<file path="src/rtl/hqs_pkg.sv">
// Shared constants and FSM encoding for the host queue scheduler.
// No ports; imported by hqs_rr_arbiter, host_queue_scheduler_if and host_queue_scheduler.
package hqs_pkg;

    localparam int TS_FLOW_NUM  = 32;
    localparam int PTR_W        = 5;
    localparam int DESC_W       = 13;
    localparam int BUFID_W      = 9;
    localparam int STARVE_LIMIT = 8;

    // Inport tag marking a TS-overflow entry in the NTS FIFO: it is freed, never forwarded.
    localparam logic [3:0] DISCARD_INPORT = 4'hf;

    // state    | meaning
    // ST_IDLE  | arbitrate TS bitmap / NTS FIFO, register read strobe on grant
    // ST_RD    | read strobe high this cycle, rr pointer advances on TS grant
    // ST_CAP   | capture RAM/FIFO data, route to HOI or to buffer-free path
    // ST_OUT   | hold descriptor valid until HOI ready
    typedef enum logic [1:0] {
        ST_IDLE = 2'd0,
        ST_RD   = 2'd1,
        ST_CAP  = 2'd2,
        ST_OUT  = 2'd3
    } hqs_state_e;

endpackage

</file>
<file path="src/rtl/host_queue_scheduler_if.sv">
// Descriptor handshake towards the host output interface (HOI).
// Signals:
//   descriptor        13  descriptor {inport[3:0],bufid[8:0]}
//   descriptor_wr     1   descriptor valid, held until descriptor_ready is seen
//   descriptor_ready  1   HOI accepts the descriptor this cycle
// master: scheduler side; slave: HOI side.
interface host_queue_scheduler_if;
    import hqs_pkg::*;

    logic [DESC_W-1:0] descriptor;
    logic              descriptor_wr;
    logic              descriptor_ready;

    modport master (
        output descriptor,
        output descriptor_wr,
        input  descriptor_ready
    );

    modport slave (
        input  descriptor,
        input  descriptor_wr,
        output descriptor_ready
    );

endinterface

</file>
<file path="src/rtl/hqs_rr_arbiter.sv">
// Combinational round-robin pick over the TS occupancy bitmap.
// Ports:
//   req_i        in   32  occupancy bitmap (request per slot)
//   ptr_i        in   5   round-robin pointer, search starts here
//   gnt_valid_o  out  1   any request present
//   gnt_idx_o    out  5   lowest set index >= ptr_i, else lowest set index (wrap)
module hqs_rr_arbiter
    import hqs_pkg::*;
(
    input  logic [TS_FLOW_NUM-1:0] req_i,
    input  logic [PTR_W-1:0]       ptr_i,
    output logic                   gnt_valid_o,
    output logic [PTR_W-1:0]       gnt_idx_o
);

    logic [TS_FLOW_NUM-1:0] upper;
    logic                   hi_found;
    logic                   lo_found;
    logic [PTR_W-1:0]       hi_idx;
    logic [PTR_W-1:0]       lo_idx;

    always_comb begin
        // requests at or above the pointer; if none, fall back to the whole vector
        upper    = req_i & ~((TS_FLOW_NUM'(1) << ptr_i) - TS_FLOW_NUM'(1));
        hi_found = 1'b0;
        lo_found = 1'b0;
        hi_idx   = '0;
        lo_idx   = '0;
        for (int i = TS_FLOW_NUM - 1; i >= 0; i--) begin
            if (upper[i]) begin
                hi_found = 1'b1;
                hi_idx   = PTR_W'(i);
            end
            if (req_i[i]) begin
                lo_found = 1'b1;
                lo_idx   = PTR_W'(i);
            end
        end
        gnt_valid_o = lo_found;
        gnt_idx_o   = hi_found ? hi_idx : lo_idx;
    end

endmodule

</file>
<file path="src/rtl/host_queue_scheduler.sv">
// Host queue scheduler: tracks TS descriptor slot occupancy, drains TS slots (round-robin,
// priority) and the NTS FIFO one descriptor at a time to the HOI; overflow-tagged NTS
// entries are returned to the buffer-free path instead.
// Optional feature macro: HQS_STARVE_GUARD_EN (forces an NTS grant after STARVE_LIMIT
// consecutive TS grants made while the NTS FIFO is non-empty).
// Ports:
//   i_clk, i_rst_n               clock, async active-low reset
//   i_ts_descriptor_wr/_waddr    input-stage TS slot write (sets occupancy bit)
//   ov_ts_cnt                    32-bit slot occupancy bitmap
//   o_ts_descriptor_rd/_raddr    TS RAM read strobe/address; iv_ts_descriptor_rdata 1 cycle later
//   i_nts_fifo_empty, o_nts_fifo_rd, iv_nts_fifo_rdata   NTS FIFO pop interface
//   hoi                          descriptor handshake to HOI (master modport)
//   ov_free_bufid, o_free_bufid_wr                       buffer-free strobe
module host_queue_scheduler
    import hqs_pkg::*;
(
    input  logic                   i_clk,
    input  logic                   i_rst_n,
    input  logic                   i_ts_descriptor_wr,
    input  logic [PTR_W-1:0]       iv_ts_descriptor_waddr,
    output logic [TS_FLOW_NUM-1:0] ov_ts_cnt,
    output logic                   o_ts_descriptor_rd,
    output logic [PTR_W-1:0]       ov_ts_descriptor_raddr,
    input  logic [DESC_W-1:0]      iv_ts_descriptor_rdata,
    input  logic                   i_nts_fifo_empty,
    output logic                   o_nts_fifo_rd,
    input  logic [DESC_W-1:0]      iv_nts_fifo_rdata,
    host_queue_scheduler_if.master hoi,
    output logic [BUFID_W-1:0]     ov_free_bufid,
    output logic                   o_free_bufid_wr
);

    hqs_state_e             state_q;
    logic [TS_FLOW_NUM-1:0] ts_cnt_q, ts_cnt_d;
    logic [PTR_W-1:0]       rr_ptr_q;
    logic [PTR_W-1:0]       raddr_q;
    logic                   sel_ts_q;
    logic                   ts_rd_q;
    logic                   nts_rd_q;
    logic [DESC_W-1:0]      desc_q;
    logic                   desc_wr_q;
    logic [BUFID_W-1:0]     free_bufid_q;
    logic                   free_wr_q;

    logic                   gnt_valid;
    logic [PTR_W-1:0]       gnt_idx;
    logic                   take_nts;
    logic [DESC_W-1:0]      cap_data;

    hqs_rr_arbiter u_rr_arbiter (
        .req_i       (ts_cnt_q),
        .ptr_i       (rr_ptr_q),
        .gnt_valid_o (gnt_valid),
        .gnt_idx_o   (gnt_idx)
    );

`ifdef HQS_STARVE_GUARD_EN
    logic [3:0] starve_q;
    assign take_nts = !i_nts_fifo_empty && (!gnt_valid || (starve_q >= 4'(STARVE_LIMIT)));
`else
    assign take_nts = !i_nts_fifo_empty && !gnt_valid;
`endif

    assign cap_data = sel_ts_q ? iv_ts_descriptor_rdata : iv_nts_fifo_rdata;

    // Clear lands in the strobe cycle; a same-cycle write to that slot is applied
    // afterwards so the new descriptor is not lost (set wins).
    always_comb begin
        ts_cnt_d = ts_cnt_q;
        if (state_q == ST_RD && sel_ts_q) begin
            ts_cnt_d[raddr_q] = 1'b0;
        end
        if (i_ts_descriptor_wr) begin
            ts_cnt_d[iv_ts_descriptor_waddr] = 1'b1;
        end
    end

    always_ff @(posedge i_clk or negedge i_rst_n) begin
        if (!i_rst_n) begin
            ts_cnt_q <= '0;
        end else begin
            ts_cnt_q <= ts_cnt_d;
        end
    end

    always_ff @(posedge i_clk or negedge i_rst_n) begin
        if (!i_rst_n) begin
            state_q      <= ST_IDLE;
            rr_ptr_q     <= '0;
            raddr_q      <= '0;
            sel_ts_q     <= 1'b0;
            ts_rd_q      <= 1'b0;
            nts_rd_q     <= 1'b0;
            desc_q       <= '0;
            desc_wr_q    <= 1'b0;
            free_bufid_q <= '0;
            free_wr_q    <= 1'b0;
`ifdef HQS_STARVE_GUARD_EN
            starve_q     <= '0;
`endif
        end else begin
            ts_rd_q   <= 1'b0;
            nts_rd_q  <= 1'b0;
            free_wr_q <= 1'b0;
            case (state_q)
                ST_IDLE: begin
                    if (take_nts) begin
                        nts_rd_q <= 1'b1;
                        sel_ts_q <= 1'b0;
                        state_q  <= ST_RD;
`ifdef HQS_STARVE_GUARD_EN
                        starve_q <= '0;
`endif
                    end else if (gnt_valid) begin
                        ts_rd_q  <= 1'b1;
                        raddr_q  <= gnt_idx;
                        sel_ts_q <= 1'b1;
                        state_q  <= ST_RD;
`ifdef HQS_STARVE_GUARD_EN
                        // only TS grants that actually bypass waiting NTS traffic count
                        starve_q <= i_nts_fifo_empty ? '0 : starve_q + 4'd1;
`endif
                    end
                end
                ST_RD: begin
                    if (sel_ts_q) begin
                        rr_ptr_q <= raddr_q + 5'd1;
                    end
                    state_q <= ST_CAP;
                end
                ST_CAP: begin
                    if (!sel_ts_q && cap_data[DESC_W-1 -: 4] == DISCARD_INPORT) begin
                        free_bufid_q <= cap_data[BUFID_W-1:0];
                        free_wr_q    <= 1'b1;
                        state_q      <= ST_IDLE;
                    end else begin
                        desc_q    <= cap_data;
                        desc_wr_q <= 1'b1;
                        state_q   <= ST_OUT;
                    end
                end
                ST_OUT: begin
                    if (hoi.descriptor_ready) begin
                        desc_wr_q <= 1'b0;
                        state_q   <= ST_IDLE;
                    end
                end
                default: state_q <= ST_IDLE;
            endcase
        end
    end

    assign ov_ts_cnt              = ts_cnt_q;
    assign o_ts_descriptor_rd     = ts_rd_q;
    assign ov_ts_descriptor_raddr = raddr_q;
    assign o_nts_fifo_rd          = nts_rd_q;
    assign hoi.descriptor         = desc_q;
    assign hoi.descriptor_wr      = desc_wr_q;
    assign ov_free_bufid          = free_bufid_q;
    assign o_free_bufid_wr        = free_wr_q;

endmodule

</file>
<file path="src/flat_wrapper.sv">
// flat-port wrapper written by rule: the top's interface ports become plain ports
module host_queue_scheduler_flat import hqs_pkg::*;
  (i_clk, i_rst_n, i_ts_descriptor_wr, iv_ts_descriptor_waddr, ov_ts_cnt, o_ts_descriptor_rd, ov_ts_descriptor_raddr, iv_ts_descriptor_rdata, i_nts_fifo_empty, o_nts_fifo_rd, iv_nts_fifo_rdata, ov_free_bufid, o_free_bufid_wr, hoi_descriptor, hoi_descriptor_wr, hoi_descriptor_ready);
  host_queue_scheduler_if hoi_i ();
  input  logic i_clk;
  input  logic i_rst_n;
  input  logic i_ts_descriptor_wr;
  input  logic [PTR_W-1:0] iv_ts_descriptor_waddr;
  output logic [TS_FLOW_NUM-1:0] ov_ts_cnt;
  output logic o_ts_descriptor_rd;
  output logic [PTR_W-1:0] ov_ts_descriptor_raddr;
  input  logic [DESC_W-1:0] iv_ts_descriptor_rdata;
  input  logic i_nts_fifo_empty;
  output logic o_nts_fifo_rd;
  input  logic [DESC_W-1:0] iv_nts_fifo_rdata;
  output logic [BUFID_W-1:0] ov_free_bufid;
  output logic o_free_bufid_wr;
  output wire logic [$bits(hoi_i.descriptor)-1:0] hoi_descriptor;
  output wire logic [$bits(hoi_i.descriptor_wr)-1:0] hoi_descriptor_wr;
  input wire logic [$bits(hoi_i.descriptor_ready)-1:0] hoi_descriptor_ready;
  assign hoi_descriptor = hoi_i.descriptor;
  assign hoi_descriptor_wr = hoi_i.descriptor_wr;
  assign hoi_i.descriptor_ready = hoi_descriptor_ready;
  host_queue_scheduler u_core (.i_clk(i_clk), .i_rst_n(i_rst_n), .i_ts_descriptor_wr(i_ts_descriptor_wr), .iv_ts_descriptor_waddr(iv_ts_descriptor_waddr), .ov_ts_cnt(ov_ts_cnt), .o_ts_descriptor_rd(o_ts_descriptor_rd), .ov_ts_descriptor_raddr(ov_ts_descriptor_raddr), .iv_ts_descriptor_rdata(iv_ts_descriptor_rdata), .i_nts_fifo_empty(i_nts_fifo_empty), .o_nts_fifo_rd(o_nts_fifo_rd), .iv_nts_fifo_rdata(iv_nts_fifo_rdata), .hoi(hoi_i), .ov_free_bufid(ov_free_bufid), .o_free_bufid_wr(o_free_bufid_wr));
endmodule
</file>
<file path="config.mk">
export PLATFORM = sky130hd
export DESIGN_NAME = host_queue_scheduler_flat
export DESIGN_NICKNAME = d
export VERILOG_FILES = /design/src/rtl/hqs_pkg.sv /design/src/rtl/host_queue_scheduler_if.sv /design/src/rtl/hqs_rr_arbiter.sv /design/src/rtl/host_queue_scheduler.sv /design/src/flat_wrapper.sv
export SDC_FILE = /design/constraint.sdc
export NUM_CORES = 1
export LEC_CHECK = 0
export CAP_MARGIN = 5
export CORE_ASPECT_RATIO = 1.25
export CORE_MARGIN = 2
export CORE_UTILIZATION = 55
export DETAILED_ROUTE_END_ITERATION = 12
export PLACE_DENSITY = 0.83
export SETUP_SLACK_MARGIN = 0.15
export SLEW_MARGIN = 30
export SYNTH_ARGS = -nofsm -noshare
export SYNTH_HDL_FRONTEND = slang
export SYNTH_SLANG_ARGS = --single-unit
</file>
<file path="constraint.sdc">
create_clock -name i_clk -period 7.4 [get_ports i_clk]
set_input_delay 0.74 -clock i_clk [delete_from_list [all_inputs] [get_ports i_clk]]
set_output_delay 0.74 -clock i_clk [all_outputs]
set_load 0.01 [all_outputs]
</file>
==> impl_metrics.json, run 1 <==
{
  "hold_path_class": "reg -> reg",
  "worst_setup_path_end_kind": "register",
  "yosys.cell_types.count": 69,
  "run_status": "finished, violations left",
  "post_synth_main_area_contributors": "sky130_fd_sc_hd__dfrtp_1 (39%), sky130_fd_sc_hd__nand2_1 (7.8%), sky130_fd_sc_hd__o21ai_0 (5.7%), sky130_fd_sc_hd__a21oi_1 (3.9%), sky130_fd_sc_hd__nor2_1 (3.8%)",
  "relSlewSlack": 0.386,
  "yosys.area_share.xor_xnor": 0.00572,
  "most_instantiated_library_cell_after_synthesis": "sky130_fd_sc_hd__nand2_1",
  "finalSetupViolations": 0,
  "area.growth.synth_to_final_pct": 25.1,
  "rsz0062_at_grt": "false",
  "grt_pass1_vias": 4811,
  "h-tree-depth": 3,
  "design.die.area_um2": 9100,
  "pwr_density_cell_nw_per_um2": 398,
  "cp_data_required_time_ns": 7.66,
  "maxCapViolations": 0,
  "totalPowerFinal_mw": 2.29,
  "ff_latch_area_um2": 1780,
  "clock-root-buffer": "sky130_fd_sc_hd__clkbuf_8",
  "synth.avg_cell_area_um2": 8.12,
  "final_hold_vios": 0,
  "cts_post_setup_buffers_inserted": 0,
  "insertion_delay_ns": 0.35,
  "seq_area_frac_synth": 0.387,
  "cts.reportedPaths.clkPinSlew_ns": 0.07,
  "synth_async_sr_flop_share": 1.00,
  "antenna_cells_inserted": 0,
  "core.rowCount": 37,
  "synth.ff_latch_count": 71,
  "synth_compound_area_frac": 0.246,
  "die-width_um": 85.7,
  "fmaxAchievable_mhz": 242,
  "violations": "DRC",
  "coreArea_um2": 8190,
  "final_net_count": 683,
  "dp_slack_ns": 3.38,
  "drtIter0Drc": 490,
  "cts_sinks": 71,
  "routed_wirelength_normalized_by_instance_count_um": 19.5,
  "irDropWorstVdd_mv": 0.211,
  "multi_input_area_um2": 2610,
  "portBuffers": 98,
  "dp.final_hpwl_mm": 10.7,
  "final_cell_area_excluding_filler_cells_um2": 5740,
  "total_leakage_power_nw": 2.40,
  "antenna_violating_nets_post_route": 0,
  "slew_violations": 0,
  "synthesis.area_um2": 4590,
  "postCtsHoldBufs": 0,
  "finalCritPeriodShare": 0.559,
  "layout_min_cycle_time_ns": 4.13,
  "floorplan.initialDensity": 0.561,
  "worst_hold_path.num_cells": 2,
  "antenna_found_initial": 0,
  "grt_pass1_wl_mm": 24.0,
  "syn_nets": 607,
  "gp_congestion": 1.00,
  "numCtsBuffers": 9,
  "tritoncts": "done",
  "critPathKind": "reg -> reg",
  "top_level_i_o_count": 99,
  "critical_path_arrival_ns": 4.40,
  "post-synth-top-area-fraction": 0.387,
  "fin_setup_tns_ns": 0,
  "synth.mux.area_fraction": 0.0283,
  "reg2reg_depth": 11,
  "vias": 4885,
  "hold_ws_ns": 0.480,
  "arithmetic_cell_share_of_the_synthesized_area_counting_full_adders_half_adders_and_majority_gates": 0.0136,
  "clock_tree.buffer_depth": 2,
  "synth_enable_flop_cells": 0,
  "post_cts_resize_count": 0,
  "simple_gate_area_share_of_the_yosys_netlist": 0.275,
  "post-route-worst-setup-slack_ns": 3.27,
  "grt_overflow": 0,
  "fillers": 666,
  "largest_family_of_logic_cells_by_synthesized_area": "simple AND/OR/NAND/NOR gates",
  "pin_count_of_the_biggest_net_entering_global_routing": 72,
  "die_height_um": 106,
  "proportion_of_layout_cells_with_a_drive_suffix_above_1": 0.0402,
  "cp_max_fo": 31,
  "category_of_the_worst_setup_path_launch_point": "register",
  "synth_largest_area_cell": "sky130_fd_sc_hd__dfrtp_1",
  "vias_per_cell": 6.57,
  "postSynthCellCount": 566,
  "number_of_detailed_route_iterations_in_the_first_pass": 10,
  "ys_dominant_reg_cell": "sky130_fd_sc_hd__dfrtp_1",
  "fin_skew_ns": 0.00966,
  "routed_wl_mm": 14.5,
  "drc": 2,
  "ys_warn_count": 0,
  "synth_top_cells_by_count": "sky130_fd_sc_hd__nand2_1 (95), sky130_fd_sc_hd__dfrtp_1 (71), sky130_fd_sc_hd__o21ai_0 (52), sky130_fd_sc_hd__nor2_1 (46), sky130_fd_sc_hd__a21oi_1 (36)",
  "worst_slew_pin_slew_ns": 0.921,
  "grt_usage": 0.335,
  "dpl_cell_area_um2": 5560
}
## cells in the final DEF (no fill, tap or decap), types with 6 or more instances in the layout
cell type,instances
sky130_fd_sc_hd__nor3_1,18
sky130_fd_sc_hd__clkdlybuf4s50_1,97
sky130_fd_sc_hd__dfrtp_1,71
sky130_fd_sc_hd__o31ai_1,6
sky130_fd_sc_hd__nor2b_1,8
sky130_fd_sc_hd__mux2i_1,13
sky130_fd_sc_hd__nand3_1,21
sky130_fd_sc_hd__nor4_1,9
sky130_fd_sc_hd__a22o_1,17
sky130_fd_sc_hd__nor2_1,46
sky130_fd_sc_hd__nor3b_1,8
sky130_fd_sc_hd__a21oi_1,36
sky130_fd_sc_hd__inv_1,15
sky130_fd_sc_hd__o21ai_0,52
sky130_fd_sc_hd__clkbuf_8,9
sky130_fd_sc_hd__nand3b_1,6
sky130_fd_sc_hd__nand2_1,95
## report_power, final
part	total, mW	switching [mW]	leakage, nW	internal (mW)
Combinational	1.17	0.625	1.50	0.545
Sequential	0.820	0.296	0.809	0.524
Clock	0.298	0.142	0.0916	0.156
Total	2.29	1.06	2.40	1.23
## sequential cells by signal (all words and copies together), names as in the netlist
register	flops
u_core.o_free_bufid_wr	1
u_core.ov_ts_cnt	32
u_core.hoi.descriptor	13
u_core.rr_ptr_q	5
u_core.sel_ts_q	1
u_core.ov_ts_descriptor_raddr	5
u_core.hoi.descriptor_wr	1
u_core.o_nts_fifo_rd	1
u_core.state_q	2
u_core.o_ts_descriptor_rd	1
u_core.ov_free_bufid	9
## logic make-up (layout without fill, tap and decap cells)
group	after synthesis	after routing
multiplexers	13	13
AO/OA/AOI/OAI	171	171
buffers and inverters	50	131
AND/OR/NAND/NOR	253	253
XOR/XNOR	3	3
flip-flops	71	71
adder cells (fa/ha/maj)	5	5
## critical path: stages (launching register included)
cell	delay, ns
sky130_fd_sc_hd__dfrtp_1	0.95
sky130_fd_sc_hd__nor2_1	0.29
sky130_fd_sc_hd__nand3_1	0.19
sky130_fd_sc_hd__ha_1	0.60
sky130_fd_sc_hd__or3b_1	0.44
sky130_fd_sc_hd__nor3_1	0.36
sky130_fd_sc_hd__a211oi_1	0.17
sky130_fd_sc_hd__a2111oi_2	0.42
sky130_fd_sc_hd__nand3_2	0.16
sky130_fd_sc_hd__nor3_2	0.25
sky130_fd_sc_hd__o211ai_1	0.12
sky130_fd_sc_hd__o211ai_1	0.11
## area by class of cell
class	count	area share
well taps	97	0.0211
inverters	15	0.00980
clock buffers	13	0.0242
repair buffers	100	0.173
clock inverters	3	0.00762
flip-flops and latches	71	0.309
multi-input cells	445	0.455
## routing by layer
metal	wire length, µm	vias to the layer above	GRT usage
li1	-	2228	-
met5	0	-	0
met3	1320	55	0.0776
met2	7190	319	0.564
met1	5440	2283	0.409
met4	567	0	0.142
## final timing paths
check | slack [ns] | start | to
setup / recovery | 3.27 | u_core.rr_ptr_q[4]$_DFFE_PN0P_ | u_core.ov_ts_descriptor_raddr[0]$_DFFE_PN0P_
min in group asynchronous | 0.49 | i_rst_n | u_core.o_free_bufid_wr$_DFF_PN0_
max in group asynchronous | 6.46 | i_rst_n | u_core.ov_ts_descriptor_raddr[1]$_DFFE_PN0P_
hold reg to reg | 0.48 | u_core.ov_free_bufid[8]$_DFFE_PN0P_ | u_core.ov_free_bufid[8]$_DFFE_PN0P_
setup reg to reg | 3.27 | u_core.rr_ptr_q[4]$_DFFE_PN0P_ | u_core.ov_ts_descriptor_raddr[0]$_DFFE_PN0P_
hold / removal | 0.48 | u_core.ov_free_bufid[8]$_DFFE_PN0P_ | u_core.ov_free_bufid[8]$_DFFE_PN0P_
## per-stage QoR
| stage | instances | util |
|---|---|---|
| 6_report | 744 | 0.701 |
| 4_1_cts | 744 | 0.701 |
| 3_5_place_dp | 728 | 0.678 |
| 3_3_place_gp | 728 | 0.678 |
| 2_1_floorplan | 566 | - |
| 5_1_grt | 744 | 0.701 |
Power figures use the tool's default switching activity.
==> run 2, diff against run 1 <==
--- a/config.mk
+++ b/config.mk
@@ -8,9 +8,9 @@
 export CAP_MARGIN = 5
 export CORE_ASPECT_RATIO = 1.25
 export CORE_MARGIN = 2
-export CORE_UTILIZATION = 55
+export CORE_UTILIZATION = 47
 export DETAILED_ROUTE_END_ITERATION = 12
-export PLACE_DENSITY = 0.83
+export PLACE_DENSITY = 0.75
 export SETUP_SLACK_MARGIN = 0.15
 export SLEW_MARGIN = 30
 export SYNTH_ARGS = -nofsm -noshare
==> constraint.sdc (replaced) <==
create_clock -name i_clk -period 3.3 [get_ports i_clk]
set_input_delay 0.33 -clock i_clk [delete_from_list [all_inputs] [get_ports i_clk]]
set_output_delay 0.33 -clock i_clk [all_outputs]
set_load 0.01 [all_outputs]
==> run 2 against run 1 <==
Compared with the run above:
- the flow now finishes without violations
- sequential power is 98% higher
- first-iteration DRC count is 7.3% lower
- clock skew is 0.0049 ns lower
- die area is 16% higher
- flip-flop and latch count stayed put
- global-route usage is 4.3 points lower
- fmax is 40% higher
- sequential share of layout area is 2.0 points lower
- register-to-register slack worse by 2.9 ns
- combinational power grew to 2.7 times the previous value
- count of clock-buffer cells in the layout is 2 lower
==> impl_metrics.json, run 2 (synthesized netlist as in run 1, its figures left out) <==
{
  "core.rowCount": 40,
  "worst_setup_path_end_kind": "register",
  "slew_violations": 0,
  "fillers": 806,
  "critPathKind": "reg -> reg",
  "largest_register_ff_count": 32,
  "layout_min_cycle_time_ns": 2.96,
  "irDropWorstVdd_mv": 0.496,
  "maxCapViolations": 0,
  "reg2reg_depth": 11,
  "post-route-worst-setup-slack_ns": 0.337,
  "gp_congestion": 0.969,
  "grt_pass1_vias": 4912,
  "fin_setup_tns_ns": 0,
  "grt_pass1_wl_mm": 24.6,
  "coreArea_um2": 9560,
  "total_leakage_power_nw": 2.59,
  "tritoncts": "done",
  "r2r_path_start": "u_core.rr_ptr_q[3]$_DFFE_PN0P_",
  "vias": 4972,
  "cts.reportedPaths.clkPinSlew_ns": 0.06,
  "category_of_the_worst_setup_path_launch_point": "register",
  "final_hold_vios": 0,
  "worst_r2r_endpoint": "u_core.ov_ts_descriptor_raddr[2]$_DFFE_PN0P_",
  "run_status": "finished clean",
  "combPwrFrac": 0.537,
  "number_of_detailed_route_iterations_in_the_first_pass": 6,
  "pwr_density_cell_nw_per_um2": 943,
  "routed_wl_mm": 15.3,
  "share_seq_of_total_power": 0.279,
  "area.growth.synth_to_final_pct": 33.9,
  "grt_usage": 0.292,
  "crit_path_max_incr_delay_ns": 0.47,
  "dpl.cell_count": 774,
  "proportion_of_layout_cells_with_a_drive_suffix_above_1": 0.0853,
  "drtIter0Drc": 454,
  "critical_path.cell_chain": "nor3_2, nand2_1, ha_4, or2_4, or4_4, and4_4, nor4_4, nand4_1, nor3_4, a22o_1, a21o_1",
  "vias_per_cell": 6.26,
  "worst_slew_pin_slew_ns": 0.648,
  "die-width_um": 92.4,
  "numCtsBuffers": 9,
  "fmaxAchievable_mhz": 337,
  "leading_cell_types_in_the_layout_fill_and_taps_excluded": "sky130_fd_sc_hd__clkdlybuf4s50_1 (97), sky130_fd_sc_hd__nand2_1 (95), sky130_fd_sc_hd__dfrtp_1 (71)",
  "internal_power_mw": 3.27,
  "antenna_violating_nets_post_route": 0,
  "cts_sinks": 71,
  "design.die.area_um2": 10600,
  "dp.final_hpwl_mm": 11.2,
  "switching_share": 0.436,
  "insertion_delay_ns": 0.33,
  "die_height_um": 115,
  "final_net_count": 704,
  "layout_commonest_cell": "sky130_fd_sc_hd__clkdlybuf4s50_1",
  "drc": 0,
  "antenna_cells_inserted": 0,
  "grt_overflow": 0,
  "routed_wirelength_normalized_by_instance_count_um": 19.2,
  "portBuffers": 98,
  "finalSetupViolations": 0,
  "worst_setup_path_startpoint": "u_core.rr_ptr_q[3]$_DFFE_PN0P_",
  "worst_setup_path_endpoint": "u_core.ov_ts_descriptor_raddr[2]$_DFFE_PN0P_",
  "h-tree-depth": 3,
  "pin_count_of_the_biggest_net_entering_global_routing": 72,
  "clock_tree.buffer_depth": 2,
  "power.net_switching_mw": 2.53,
  "top_level_i_o_count": 99,
  "finalCritPeriodShare": 0.898,
  "rsz0062_at_grt": "true",
  "hold_path_class": "in -> async",
  "power.share.clock": 0.184,
  "totalPowerFinal_mw": 5.80,
  "critical_path_cell_count": 11,
  "floorplan.initialDensity": 0.480,
  "cp_buf_inv_count": 0,
  "reg2reg_slack_ns": 0.34,
  "instances_no_fill": 794,
  "finalCoreUtilization": 0.643,
  "fin_skew_ns": 0.00480,
  "cp_data_required_time_ns": 3.57,
  "antenna_found_initial": 0,
  "relSlewSlack": 0.564,
  "clock-root-buffer": "sky130_fd_sc_hd__clkbuf_16",
  "timing.critical_path.max_delay_family": "simple AND/OR/NAND/NOR gates",
  "cpMaxStageDelayCell": "sky130_fd_sc_hd__or4_4",
  "cp_max_fo": 7,
  "dp_slack_ns": 0.193,
  "critical_path_arrival_ns": 3.24
}
## run 2: worst reg2reg max path: stages (launching register included)
cell,delay [ns]
sky130_fd_sc_hd__dfrtp_1,0.41
sky130_fd_sc_hd__nor3_2,0.24
sky130_fd_sc_hd__nand2_1,0.12
sky130_fd_sc_hd__ha_4,0.20
sky130_fd_sc_hd__or2_4,0.25
sky130_fd_sc_hd__or4_4,0.47
sky130_fd_sc_hd__and4_4,0.22
sky130_fd_sc_hd__nor4_4,0.31
sky130_fd_sc_hd__nand4_1,0.21
sky130_fd_sc_hd__nor3_4,0.24
sky130_fd_sc_hd__a22o_1,0.15
sky130_fd_sc_hd__a21o_1,0.08
## run 2: final cells by class
type	count	area, µm²	share of cell area
tap	126	158	0.0256
clock inverter	5	80.1	0.0130
sequential	71	1780	0.289
timing repair buffer	121	1150	0.187
inverter	15	56.3	0.00915
multi-input combinational	445	2680	0.435
clock buffer	11	253	0.0411
## run 2: how the worst min path moves through the flow
| stage | startpoint | end | slack, ns | depth (start not counted) |
|---|---|---|---|---|
| CTS | i_rst_n | u_core.hoi.descriptor[4]$_DFFE_PN0P_ | 0.24 | 2 |
| finish | i_rst_n | u_core.ov_ts_cnt[15]$_DFF_PN0_ | 0.11 | 2 |
| global route | i_rst_n | u_core.ov_ts_cnt[15]$_DFF_PN0_ | 0.17 | 2 |
| detailed placement | u_core.ov_free_bufid[8]$_DFFE_PN0P_ | u_core.ov_free_bufid[8]$_DFFE_PN0P_ | 0.47 | 2 |
| floorplan | i_rst_n | u_core.hoi.descriptor[0]$_DFFE_PN0P_ | 0.03 | 0 |
| global placement | u_core.ov_free_bufid[3]$_DFFE_PN0P_ | u_core.ov_free_bufid[3]$_DFFE_PN0P_ | 0.46 | 2 |
## run 2: metal layers
metal | GRT usage | share of wire | vias up
met4 | 0.152 | 0.045 | 0
li1 | - | - | 2263
met1 | 0.342 | 0.38 | 2327
met2 | 0.491 | 0.49 | 310
met5 | 0 | 0 | -
met3 | 0.0764 | 0.087 | 72
## run 2: timing repair
item,CTS,global route
endpoints found under the setup margin,0,5
hold buffers,0,0
resized for setup,0,11
buffers inserted,0,4
## run 2: metrics by stage
step	hold slack (ns)	cell area [µm²]
final	0.108	6150
after global routing	0.165	6150
after global placement	0.460	5730
after floorplan	0.0344	4600
after CTS	0.236	6060
after detailed placement	0.470	5730
## run 2: power groups by stage
stage,Clock (mW),Combinational [mW],Sequential [mW]
floorplan,0,1.73,1.56
global placement,0,2.90,1.60
detailed placement,0,2.93,1.61
CTS,1.08,2.95,1.60
global route,1.12,3.38,1.66
finish,1.07,3.11,1.62
==> run 3, diff against run 2 <==
--- a/config.mk
+++ b/config.mk
@@ -5,9 +5,7 @@
 export SDC_FILE = /design/constraint.sdc
 export NUM_CORES = 1
 export LEC_CHECK = 0
-export CAP_MARGIN = 5
 export CORE_ASPECT_RATIO = 1.25
-export CORE_MARGIN = 2
 export CORE_UTILIZATION = 47
 export DETAILED_ROUTE_END_ITERATION = 12
 export PLACE_DENSITY = 0.75
==> run 3 against run 2 <==
Compared with the run above:
- the flow now finishes with violations (hold timing)
- first-iteration DRC count is 6.6% lower
- non-clock buffer count fell by 3
- cell area decreased by 1.6%
- wire length shrank 3.4%
- setup slack worse by 0.048 ns
- cell count decreased by 0.76%
- count of clock-buffer cells in the layout increased by 1
- global-route usage up 0.55 points
==> impl_metrics.json, run 3 (synthesized netlist as in run 1, its figures left out) <==
{
  "routed_wl_mm": 14.8,
  "core.rowCount": 40,
  "number_of_detailed_route_iterations_in_the_first_pass": 5,
  "worst_setup_path_end_kind": "register",
  "tritoncts": "done",
  "fmaxAchievable_mhz": 332,
  "critPathKind": "reg -> reg",
  "antenna_violating_nets_post_route": 0,
  "power.net_switching_mw": 2.43,
  "die_height_um": 113,
  "category_of_the_worst_setup_path_launch_point": "register",
  "postCtsHoldBufs": 0,
  "r2r_path_start": "u_core.rr_ptr_q[4]$_DFFE_PN0P_",
  "grt_pass1_vias": 4716,
  "relSlewSlack": 0.540,
  "critical_path_arrival_ns": 3.26,
  "portBuffers": 98,
  "hold_ws_ns": -0.0155,
  "fillers": 816,
  "cts.reportedPaths.clkPinSlew_ns": 0.06,
  "fin_skew_ns": 0.00611,
  "largest_register_ff_count": 32,
  "worst_setup_path_startpoint": "u_core.rr_ptr_q[4]$_DFFE_PN0P_",
  "slew_violations": 0,
  "grt_usage": 0.297,
  "grt_overflow": 0,
  "share_seq_of_total_power": 0.291,
  "top_level_i_o_count": 99,
  "cpMaxStageDelayCell": "sky130_fd_sc_hd__or4_1",
  "leading_cell_types_in_the_layout_fill_and_taps_excluded": "sky130_fd_sc_hd__clkdlybuf4s50_1 (97), sky130_fd_sc_hd__nand2_1 (95), sky130_fd_sc_hd__dfrtp_1 (71)",
  "clock_tree.buffer_depth": 2,
  "run_status": "finished, violations left",
  "post-route-worst-setup-slack_ns": 0.289,
  "layout_min_cycle_time_ns": 3.01,
  "dpl.cell_count": 774,
  "vias_per_cell": 6.23,
  "switching_share": 0.437,
  "critical_path.cell_chain": "nor3_2, nand2_1, ha_2, or2_1, or4_1, and4_1, a2111oi_0, o21ai_1, o221ai_1, a21oi_1, o211ai_1",
  "pwr_density_cell_nw_per_um2": 919,
  "total_leakage_power_nw": 2.54,
  "coreArea_um2": 9560,
  "gp_congestion": 0.960,
  "grt_pass1_wl_mm": 23.8,
  "antenna_found_initial": 0,
  "cp_buf_inv_count": 0,
  "cts_sinks": 71,
  "ff_latch_area_um2": 1780,
  "instances_no_fill": 788,
  "timing.critical_path.max_delay_family": "simple AND/OR/NAND/NOR gates",
  "crit_path_max_incr_delay_ns": 0.48,
  "final_net_count": 701,
  "routed_wirelength_normalized_by_instance_count_um": 18.7,
  "combPwrFrac": 0.538,
  "area.growth.synth_to_final_pct": 31.7,
  "multi_input_area_um2": 2640,
  "worst_slew_pin_slew_ns": 0.680,
  "internal_power_mw": 3.13,
  "floorplan.initialDensity": 0.480,
  "vias": 4907,
  "drc": 0,
  "design.die.area_um2": 10200,
  "h-tree-depth": 3,
  "rsz0062_at_grt": "false",
  "dp.final_hpwl_mm": 11.0,
  "finalSetupViolations": 0,
  "layout_commonest_cell": "sky130_fd_sc_hd__clkdlybuf4s50_1",
  "clock-root-buffer": "sky130_fd_sc_hd__clkbuf_16",
  "totalPowerFinal_mw": 5.56,
  "proportion_of_layout_cells_with_a_drive_suffix_above_1": 0.0710,
  "insertion_delay_ns": 0.33,
  "finalCritPeriodShare": 0.912,
  "hold_path_class": "in -> async",
  "drtIter0Drc": 424,
  "reg2reg_slack_ns": 0.29,
  "numCtsBuffers": 9,
  "violations": "hold timing",
  "die-width_um": 90.4,
  "final_hold_vios": 39,
  "antenna_cells_inserted": 0,
  "cp_max_fo": 8,
  "maxCapViolations": 0,
  "pin_count_of_the_biggest_net_entering_global_routing": 42,
  "power.share.clock": 0.172,
  "irDropWorstVdd_mv": 0.488,
  "cp_data_required_time_ns": 3.55,
  "dp_slack_ns": 0.222,
  "fin_setup_tns_ns": 0
}
==> run 3: routing by layer <==
layer,part of all wire,track usage,vias to the layer above
li1,-,-,2252
met5,0,0,-
met2,0.51,0.515,247
met4,0.034,0.149,0
met1,0.39,0.352,2368
met3,0.069,0.0556,40
==> run 3: cell type report <==
type / count / area share
Inverter: 15 / 0.00931
Tap cell: 126 / 0.0261
Sequential cell: 71 / 0.294
Clock inverter: 1 / 0.00496
Clock buffer: 12 / 0.0424
Multi-Input combinational cell: 445 / 0.437
Timing Repair Buffer: 118 / 0.187
==> run 3: path summary, 6_finish.rpt <==
check	depth (start not counted)	end
setup / recovery	11	u_core.ov_ts_descriptor_raddr[0]$_DFFE_PN0P_
hold / removal	1	u_core.ov_free_bufid[0]$_DFFE_PN0P_
setup reg to reg	11	u_core.ov_ts_descriptor_raddr[0]$_DFFE_PN0P_
hold reg to reg	2	u_core.ov_free_bufid[7]$_DFFE_PN0P_
max in group asynchronous	2	u_core.ov_ts_cnt[20]$_DFF_PN0_
min in group i_clk	2	u_core.ov_free_bufid[7]$_DFFE_PN0P_
==> run 3: worst reg2reg max path, stage by stage (launching register included) <==
cell and delay, ns:
sky130_fd_sc_hd__dfrtp_1 0.42, sky130_fd_sc_hd__nor3_2 0.22, sky130_fd_sc_hd__nand2_1 0.10, sky130_fd_sc_hd__ha_2 0.24, sky130_fd_sc_hd__or2_1 0.26, sky130_fd_sc_hd__or4_1 0.48, sky130_fd_sc_hd__and4_1 0.27, sky130_fd_sc_hd__a2111oi_0 0.28
sky130_fd_sc_hd__o21ai_1 0.11, sky130_fd_sc_hd__o221ai_1 0.26, sky130_fd_sc_hd__a21oi_1 0.12, sky130_fd_sc_hd__o211ai_1 0.18
==> run 3: what timing repair did <==
action	in CTS	in global routing
setup endpoints to repair	0	4
gates resized for setup	0	4
buffers inserted	0	1
endpoints found under the hold margin	0	0
==> run 3: through the flow <==
stage	hold slack (ns)	utilization	area, µm²
after global routing	0.0254	0.633	6050
final	-0.0155	0.633	6050
after floorplan	0.0344	-	4600
after global placement	0.462	0.599	5730
after CTS	0.170	0.629	6010
after detailed placement	0.472	0.599	5730
==> run 3: power by group through the flow <==
stage	clock network, mW	logic [mW]	registers [mW]
2_1_floorplan	0	1.73	1.56
3_3_place_gp	0	2.87	1.60
3_5_place_dp	0	2.90	1.61
4_1_cts	0.959	2.92	1.60
5_1_grt	0.991	3.25	1.66
6_report	0.953	2.99	1.61
